--- config.mk ---
export PLATFORM = sky130hd
export DESIGN_NAME = wr_fifo_pack_flat
export DESIGN_NICKNAME = d
export VERILOG_FILES = /design/src/rtl/wr_fifo_pack_if.sv /design/src/rtl/wr_fifo_pack.sv /design/src/flat_wrapper.sv
export SDC_FILE = /design/constraint.sdc
export NUM_CORES = 1
export LEC_CHECK = 0
export CAP_MARGIN = 5
export CORE_MARGIN = 5
export CORE_UTILIZATION = 44
export CTS_CLUSTER_DIAMETER = 120
export CTS_CLUSTER_SIZE = 30
export DETAILED_ROUTE_END_ITERATION = 7
export MAX_ROUTING_LAYER = met4
export SYNTH_ARGS = -nofsm -noshare
export SYNTH_HDL_FRONTEND = slang
export SYNTH_SLANG_ARGS = --single-unit
export TNS_END_PERCENT = 20
--- constraint.sdc ---
create_clock -name clk -period 5.4 [get_ports clk]
set_input_delay 1.08 -clock clk [delete_from_list [all_inputs] [get_ports clk]]
set_output_delay 1.08 -clock clk [all_outputs]
set_load 0.005 [all_outputs]
--- src/rtl/wr_fifo_pack_if.sv ---
// Handshake bundle for wr_fifo_pack: narrow word input side and wide beat output side.
// Flush/rd_words signals exist only when WR_FIFO_PACK_FLUSH_EN is defined.
interface wr_fifo_pack_if #(
  parameter int IN_WIDTH  = 16,
  parameter int OUT_WIDTH = 128,
  parameter int DEPTH     = 4
);
  localparam int RATIO = OUT_WIDTH / IN_WIDTH;
  localparam int CW    = $clog2(RATIO);
  localparam int AW    = $clog2(DEPTH);

  logic                 wr_en;
  logic [IN_WIDTH-1:0]  wr_data;
  logic                 wr_rdy;
  logic                 rd_en;
  logic                 rd_vld;
  logic [OUT_WIDTH-1:0] rd_data;
  logic [AW:0]          beat_cnt;
`ifdef WR_FIFO_PACK_FLUSH_EN
  logic                 flush;
  logic [CW:0]          rd_words;

  modport master (output wr_en, wr_data, rd_en, flush,
                  input  wr_rdy, rd_vld, rd_data, beat_cnt, rd_words);
  modport slave  (input  wr_en, wr_data, rd_en, flush,
                  output wr_rdy, rd_vld, rd_data, beat_cnt, rd_words);
`else
  modport master (output wr_en, wr_data, rd_en,
                  input  wr_rdy, rd_vld, rd_data, beat_cnt);
  modport slave  (input  wr_en, wr_data, rd_en,
                  output wr_rdy, rd_vld, rd_data, beat_cnt);
`endif
endinterface

--- src/rtl/wr_fifo_pack.sv ---
// Packs RATIO narrow words (first word in LSBs) into wide beats, buffered DEPTH deep, FWFT; beat visible 1 cycle after last word.
// Stalls only the beat-completing word while full (no rd_en path to wr_rdy); WR_FIFO_PACK_FLUSH_EN adds flush/rd_words.
module wr_fifo_pack #(
  parameter int IN_WIDTH  = 16,
  parameter int OUT_WIDTH = 128,
  parameter int DEPTH     = 4
) (
  input  logic           clk,
  input  logic           rst,
  wr_fifo_pack_if.slave  bus
);
  localparam int RATIO = OUT_WIDTH / IN_WIDTH;
  localparam int CW    = $clog2(RATIO);
  localparam int AW    = $clog2(DEPTH);

  logic [CW-1:0]        cnt;
  logic [OUT_WIDTH-1:0] pack;
  logic [OUT_WIDTH-1:0] merged;
  logic [OUT_WIDTH-1:0] beat;
  logic [OUT_WIDTH-1:0] mem [DEPTH];
  logic [AW-1:0]        wptr;
  logic [AW-1:0]        rptr;
  logic [AW:0]          beat_cnt_q;
  logic                 full;
  logic                 last;
  logic                 wr_acc;
  logic                 push;
  logic                 pop;

  assign full        = (beat_cnt_q == (AW+1)'(DEPTH));
  assign last        = (cnt == CW'(RATIO-1));
  assign bus.wr_rdy  = ~full | ~last;
  assign wr_acc      = bus.wr_en & bus.wr_rdy;
  assign bus.rd_vld  = (beat_cnt_q != '0);
  assign pop         = bus.rd_en & bus.rd_vld;
  assign bus.rd_data = mem[rptr];
  assign bus.beat_cnt = beat_cnt_q;

  // Current word merged into its slot; only committed to pack when accepted.
  always_comb begin
    merged = pack;
    merged[cnt*IN_WIDTH +: IN_WIDTH] = bus.wr_data;
  end

`ifdef WR_FIFO_PACK_FLUSH_EN
  logic [CW:0] fill;
  logic        flush_acc;
  logic [CW:0] words_mem [DEPTH];

  assign fill      = {1'b0, cnt} + (CW+1)'(wr_acc);
  assign flush_acc = bus.flush & ~full;
  assign push      = (wr_acc & last) | (flush_acc & (fill != '0));
  assign bus.rd_words = words_mem[rptr];

  // Slots beyond the words actually collected hold stale data and are zeroed.
  always_comb begin
    beat = merged;
    for (int i = 0; i < RATIO; i++) begin
      if (i >= int'(fill)) beat[i*IN_WIDTH +: IN_WIDTH] = '0;
    end
  end

  always_ff @(posedge clk) begin
    if (push) words_mem[wptr] <= fill;
  end
`else
  assign push = wr_acc & last;
  assign beat = merged;
`endif

  always_ff @(posedge clk) begin
    if (wr_acc) pack <= merged;
    if (push)   mem[wptr] <= beat;
  end

  always_ff @(posedge clk) begin
    if (rst) begin
      cnt        <= '0;
      wptr       <= '0;
      rptr       <= '0;
      beat_cnt_q <= '0;
    end else begin
      if (push)        cnt <= '0;
      else if (wr_acc) cnt <= cnt + CW'(1);
      if (push) wptr <= wptr + AW'(1);
      if (pop)  rptr <= rptr + AW'(1);
      case ({push, pop})
        2'b10:   beat_cnt_q <= beat_cnt_q + (AW+1)'(1);
        2'b01:   beat_cnt_q <= beat_cnt_q - (AW+1)'(1);
        default: beat_cnt_q <= beat_cnt_q;
      endcase
    end
  end
endmodule

--- src/flat_wrapper.sv ---
// flat-port wrapper written by rule: the top's interface ports become plain ports
module wr_fifo_pack_flat 
#(
  parameter int IN_WIDTH  = 16,
  parameter int OUT_WIDTH = 128,
  parameter int DEPTH     = 4
)
  (clk, rst, bus_wr_en, bus_wr_data, bus_rd_en, bus_wr_rdy, bus_rd_vld, bus_rd_data, bus_beat_cnt);
  wr_fifo_pack_if #(.IN_WIDTH(IN_WIDTH), .OUT_WIDTH(OUT_WIDTH), .DEPTH(DEPTH)) bus_i ();
  input  logic clk;
  input  logic rst;
  input wire logic [$bits(bus_i.wr_en)-1:0] bus_wr_en;
  input wire logic [$bits(bus_i.wr_data)-1:0] bus_wr_data;
  input wire logic [$bits(bus_i.rd_en)-1:0] bus_rd_en;
  output wire logic [$bits(bus_i.wr_rdy)-1:0] bus_wr_rdy;
  output wire logic [$bits(bus_i.rd_vld)-1:0] bus_rd_vld;
  output wire logic [$bits(bus_i.rd_data)-1:0] bus_rd_data;
  output wire logic [$bits(bus_i.beat_cnt)-1:0] bus_beat_cnt;
  assign bus_i.wr_en = bus_wr_en;
  assign bus_i.wr_data = bus_wr_data;
  assign bus_i.rd_en = bus_rd_en;
  assign bus_wr_rdy = bus_i.wr_rdy;
  assign bus_rd_vld = bus_i.rd_vld;
  assign bus_rd_data = bus_i.rd_data;
  assign bus_beat_cnt = bus_i.beat_cnt;
  wr_fifo_pack #(.IN_WIDTH(IN_WIDTH), .OUT_WIDTH(OUT_WIDTH), .DEPTH(DEPTH)) u_core (.clk(clk), .rst(rst), .bus(bus_i));
endmodule
# Word level (Yosys, flattened, before mapping)
# Memory sizes are Yosys's and may differ from the RTL's. A register that Yosys moved wholly into a read port is not among the register bits.
# Cells that the tools add are included.
# totals
mem_count	1
out_inout_bits	133
ff_bits	138
ramBits	512
in_bits	20
word_cells	33
# op_classes
n_mux	6
reduce_logical	3
bitwise_logic	6
n_eq_ne	4
add_sub_neg	6
shift	2
# mem_list
memory	depth	width	rd	rd_clocked_by_memory_dff	wr	line_no	source
u_core.mem	4	128	1	1	1	wr_fifo_pack.sv:20	logic [OUT_WIDTH-1:0] mem [DEPTH];
# ops
cell	count
bitwise mux 128 bit	1
variable shift 16 x 34 -> 128 bit (first input constant)	1
indexed part select 16 x 34 -> 128 bit	1
negation 7 -> 34 bit	1
adder 3 x 1 -> 3 bit (second input constant)	2
equality test 3 bit (second input constant)	2
case mux 3 bit (2 select lines)	1
adder 2 x 1 -> 2 bit (second input constant)	2
two-way mux 2 bit	2
AND 1 bit	3
nonzero test 3 bit	1
subtractor 3 x 1 -> 3 bit (second input constant)	1
equality test 2 x 1 -> 1 bit (second input constant)	1
equality test 2 bit (second input constant)	1
two-way mux 1 bit	2
NOT 1 bit	2
nonzero test 2 bit	1
OR reduction 2 bit	1
bitwise OR 1 bit	1

# Depth between registers and ports, before layout
# logic_depth
depth_word	7
ltp_mapped	11
depth_no_buf	11

# Worst setup path after synthesis
# OpenSTA, ideal clock, no wires.
# synth_path
kind	input-to-reg
from	in bus_wr_en
to	mem u_core.mem[0][0] (enable)
required_ps	4898
setup_time_ps	502
path_buffers	0
cell_stages	3
path_slack_ps	449
arrival_time_ps	4448
cell_sequence	nand2_1 -> a21oi_1 -> and2_1
# synth_between
elab_chain_len	4
# synth_rtl
item	line_no	source
start, declared	flat_wrapper.sv:12	input wire logic [$bits(bus_i.wr_en)-1:0] bus_wr_en;
AND 1 bit	wr_fifo_pack.sv:33	assign wr_acc = bus.wr_en & bus.wr_rdy;
AND 1 bit	wr_fifo_pack.sv:67	assign push = wr_acc & last;
two-way mux 1 bit	wr_fifo_pack.sv:73	if (push) mem[wptr] <= beat;
two-way mux 1 bit (implied by the code)	wr_fifo_pack.sv:73	
end, declared	wr_fifo_pack.sv:20	
# No other way between the ends.

==> flow_summary.json <==
{
  "grt_pass1_wl_um": 76100,
  "yosys_warnings": 0,
  "final_cell_mix": "edfxtp_1, clkdlybuf4s50_1, mux4_2",
  "cp_top_family": "buffers and inverters",
  "path_clk_slew_ps": 110,
  "rsz0062_at_grt": "no",
  "rows": 87,
  "worst_slew_pin_slew_ps": 947,
  "avgSynthCellArea_sq_um": 21.7,
  "grt_pass1_vias": 11200,
  "cts_tree": "done",
  "syn_to_final_growth_pct": 13.0,
  "netSwitchingFraction_pct": 19.5,
  "path_max_fanout": 49,
  "final_common_cell": "edfxtp_1",
  "fp.dieW_um": 248,
  "crit_required_ps": 4320,
  "drv_cap": 0,
  "max_freq_ghz": 0.253,
  "overflow": 0,
  "fin_area_sq_um": 28100,
  "slew-limit-headroom_pct": 36.8,
  "switchingPower_w": 0.00163,
  "setup_viol": 0,
  "crit_type": "reg -> out",
  "cp_num_cells": 3,
  "power_w": 0.00835,
  "status": "completed",
  "seqPwrFrac_pct": 68.0,
  "crit_slowest_cell": "mux4_2",
  "core-area_sq_um": 56200,
  "p_comb_share_pct": 3.7,
  "wl_um": 51300,
  "viasPerCell": 5.38,
  "hold_violations": 0,
  "post-route-period-util_pct": 73.3,
  "power.leakage_nw": 8.69,
  "cts_hold_buf": 0,
  "critical-path-max-stage-delay_ps": 660,
  "placed_area_sq_um": 27400,
  "synth_seq_cells": 652,
  "drt_iter0_markers": 952,
  "reg2regPathDepth": 6,
  "ios": 153,
  "die_area_sq_um": 61400,
  "fin_crit_ps": 3960,
  "power_density_nw_per_um2": 297,
  "wl_per_cell_um": 24.8,
  "die_h_um": 248,
  "p_int_w": 0.00673,
  "whs_path_depth": 2,
  "grt_max_degree": 67,
  "finClkSkew_ps": 20.3,
  "crit_chain": "buf_12 > mux4_2 > clkdlybuf4s50_1",
  "syn_nets": 1178,
  "cts_setup_buffers": 0,
  "dpl.hpwl_um": 31500,
  "multi_input_area_sq_um": 5090,
  "cts_htree_levels": 1,
  "worstSkewPairLatency_ps": 590,
  "portBuffers": 152,
  "tns_ps": 0,
  "routabilityCongestion": 0.736,
  "clock_path_buffers": 3,
  "synth_cell_types": 39,
  "synth_area_sq_um": 24900,
  "drt-pass1-iter-count": 4,
  "cts_resized": 0,
  "nNetsFinal": 1328,
  "final-seq-area_sq_um": 19500,
  "num_vias": 11100,
  "endpoint_kind": "primary output",
  "arrival_ps": 2880,
  "holdWs_ps": 527,
  "clkPwrFrac_pct": 28.3,
  "seq_area_frac_synth_pct": 78.2,
  "drive_gt1_share_pct": 20.8,
  "grt_use_total_pct": 17.0,
  "numCtsBuffers": 25,
  "path_buf_inv": 2,
  "antenna_left": 0,
  "start_util_pct": 44.3,
  "antenna_found_initial": 2,
  "cp-start-kind": "flop",
  "drv_slew": 0,
  "peakVddDrop_mv": 0.207,
  "clock_sinks": 652,
  "drc_errors": 0,
  "synth_cells": 1148,
  "n_fill_cell": 4549,
  "hp-class": "reg -> reg",
  "root_buffer": "clkbuf_16"
}
-- layer usage --
layer	up-vias	global-route usage, %	part of all wire (%)
met2	217	27.1	50
met3	41	2.04	3.7
met5	-	-	0
li1	4937	-	-
met4	0	2.53	1.2
met1	5922	24.7	46
-- cells in the mapped netlist --
cell	instances	area share, %
edfxtp_1	640	77
mux4_2	128	12
nand2_1	83	1.3
mux2_2	55	2.5
o21ai_0	49	0.99
and2_1	21	0.53
clkbuf_1	21	0.32
buf_2	19	0.38
o21ai_2	14	0.49
dfxtp_1	12	0.97
nor2_1	12	0.18
mux2_4	10	0.60
nor2b_1	10	0.25
and2b_1	9	0.27
ha_1	9	0.45
inv_1	9	0.14
buf_6	7	0.32
a21oi_1	5	0.10
buf_4	4	0.12
a311oi_1	3	0.11
nand3_4	3	0.21
xor2_1	3	0.11
buf_1	2	0.030
nand2b_1	2	0.050
nand4bb_1	2	0.091
o21ai_1	2	0.040
or3_1	2	0.050
clkbuf_8	1	0.055
fa_1	1	0.080
mux2i_1	1	0.040
nand3_1	1	0.020
nand3b_4	1	0.080
nand4b_1	1	0.035
nor4b_4	1	0.096
o21ba_4	1	0.065
o311ai_0	1	0.035
o31a_1	1	0.035
or4b_1	1	0.040
xnor2_1	1	0.035
-- state kept, by name (all words and copies together) (netlist names), named ones only --
register,count
u_core.mem,512
u_core.pack,128
u_core.wptr,2
u_core.rptr,2
u_core.cnt,3
u_core.bus.beat_cnt,3
-- worst register-to-register path, stage by stage, from the launching register on --
cell and delay, ps:
dfxtp_1 680, ha_1 260, ha_1 200, nand2_1 70, a21oi_1 460, and2_4 830
buf_4 520
-- final timing paths --
path                  startpoint           endpoint  slack [ps]
setup / recovery            flop    bus_rd_data[36]        1440
setup reg to reg   u_core.cnt[0]  u_core.mem[0][88]        2070
hold reg to reg   u_core.wptr[1]     u_core.wptr[1]         530
hold / removal    u_core.wptr[1]     u_core.wptr[1]         530
-- power by group through the flow --
stage | clock [W] | sequential (W) | combinational (W)
floorplan | 0 | 0.00579 | 0.000201
global placement | 0 | 0.00579 | 0.000295
detailed placement | 0 | 0.00580 | 0.000308
CTS | 0.00245 | 0.00568 | 0.000309
global route | 0.00262 | 0.00569 | 0.000337
finish | 0.00237 | 0.00568 | 0.000305
-- metrics by stage --
stage | cells | utilization, % | setup slack [ps]
5_1_grt | 2064 | 50.0 | 1250
3_5_place_dp | 2027 | 48.7 | 1440
6_report | 2065 | 50.0 | 1440
3_3_place_gp | 2027 | 48.7 | 1440
2_1_floorplan | 1148 | - | 449
4_1_cts | 2064 | 50.0 | 1320
-- layout make-up --
| class | instances | area share (%) |
|---|---|---|
| Multi-Input combinational cell | 433 | 18.1 |
| Clock inverter | 2 | 0.214 |
| Sequential cell | 652 | 69.3 |
| Clock buffer | 35 | 2.36 |
| Antenna cell | 1 | 0.00891 |
| Timing Repair Buffer | 177 | 6.53 |
| Inverter | 9 | 0.120 |
| Tap cell | 756 | 3.37 |
-- cells by family after synthesis --
kind of cell               share of synthesized area [%]
xor gates and xnor gates                           0.141
and+or+nand+nor                                     3.16
adders and majority gates                          0.533
AOI/OAI and AO/OA                                   1.86
DFF                                                 78.2
buffers and inverters                               1.36
muxes                                               14.7
No activity file was read; power rests on OpenSTA's default activity.
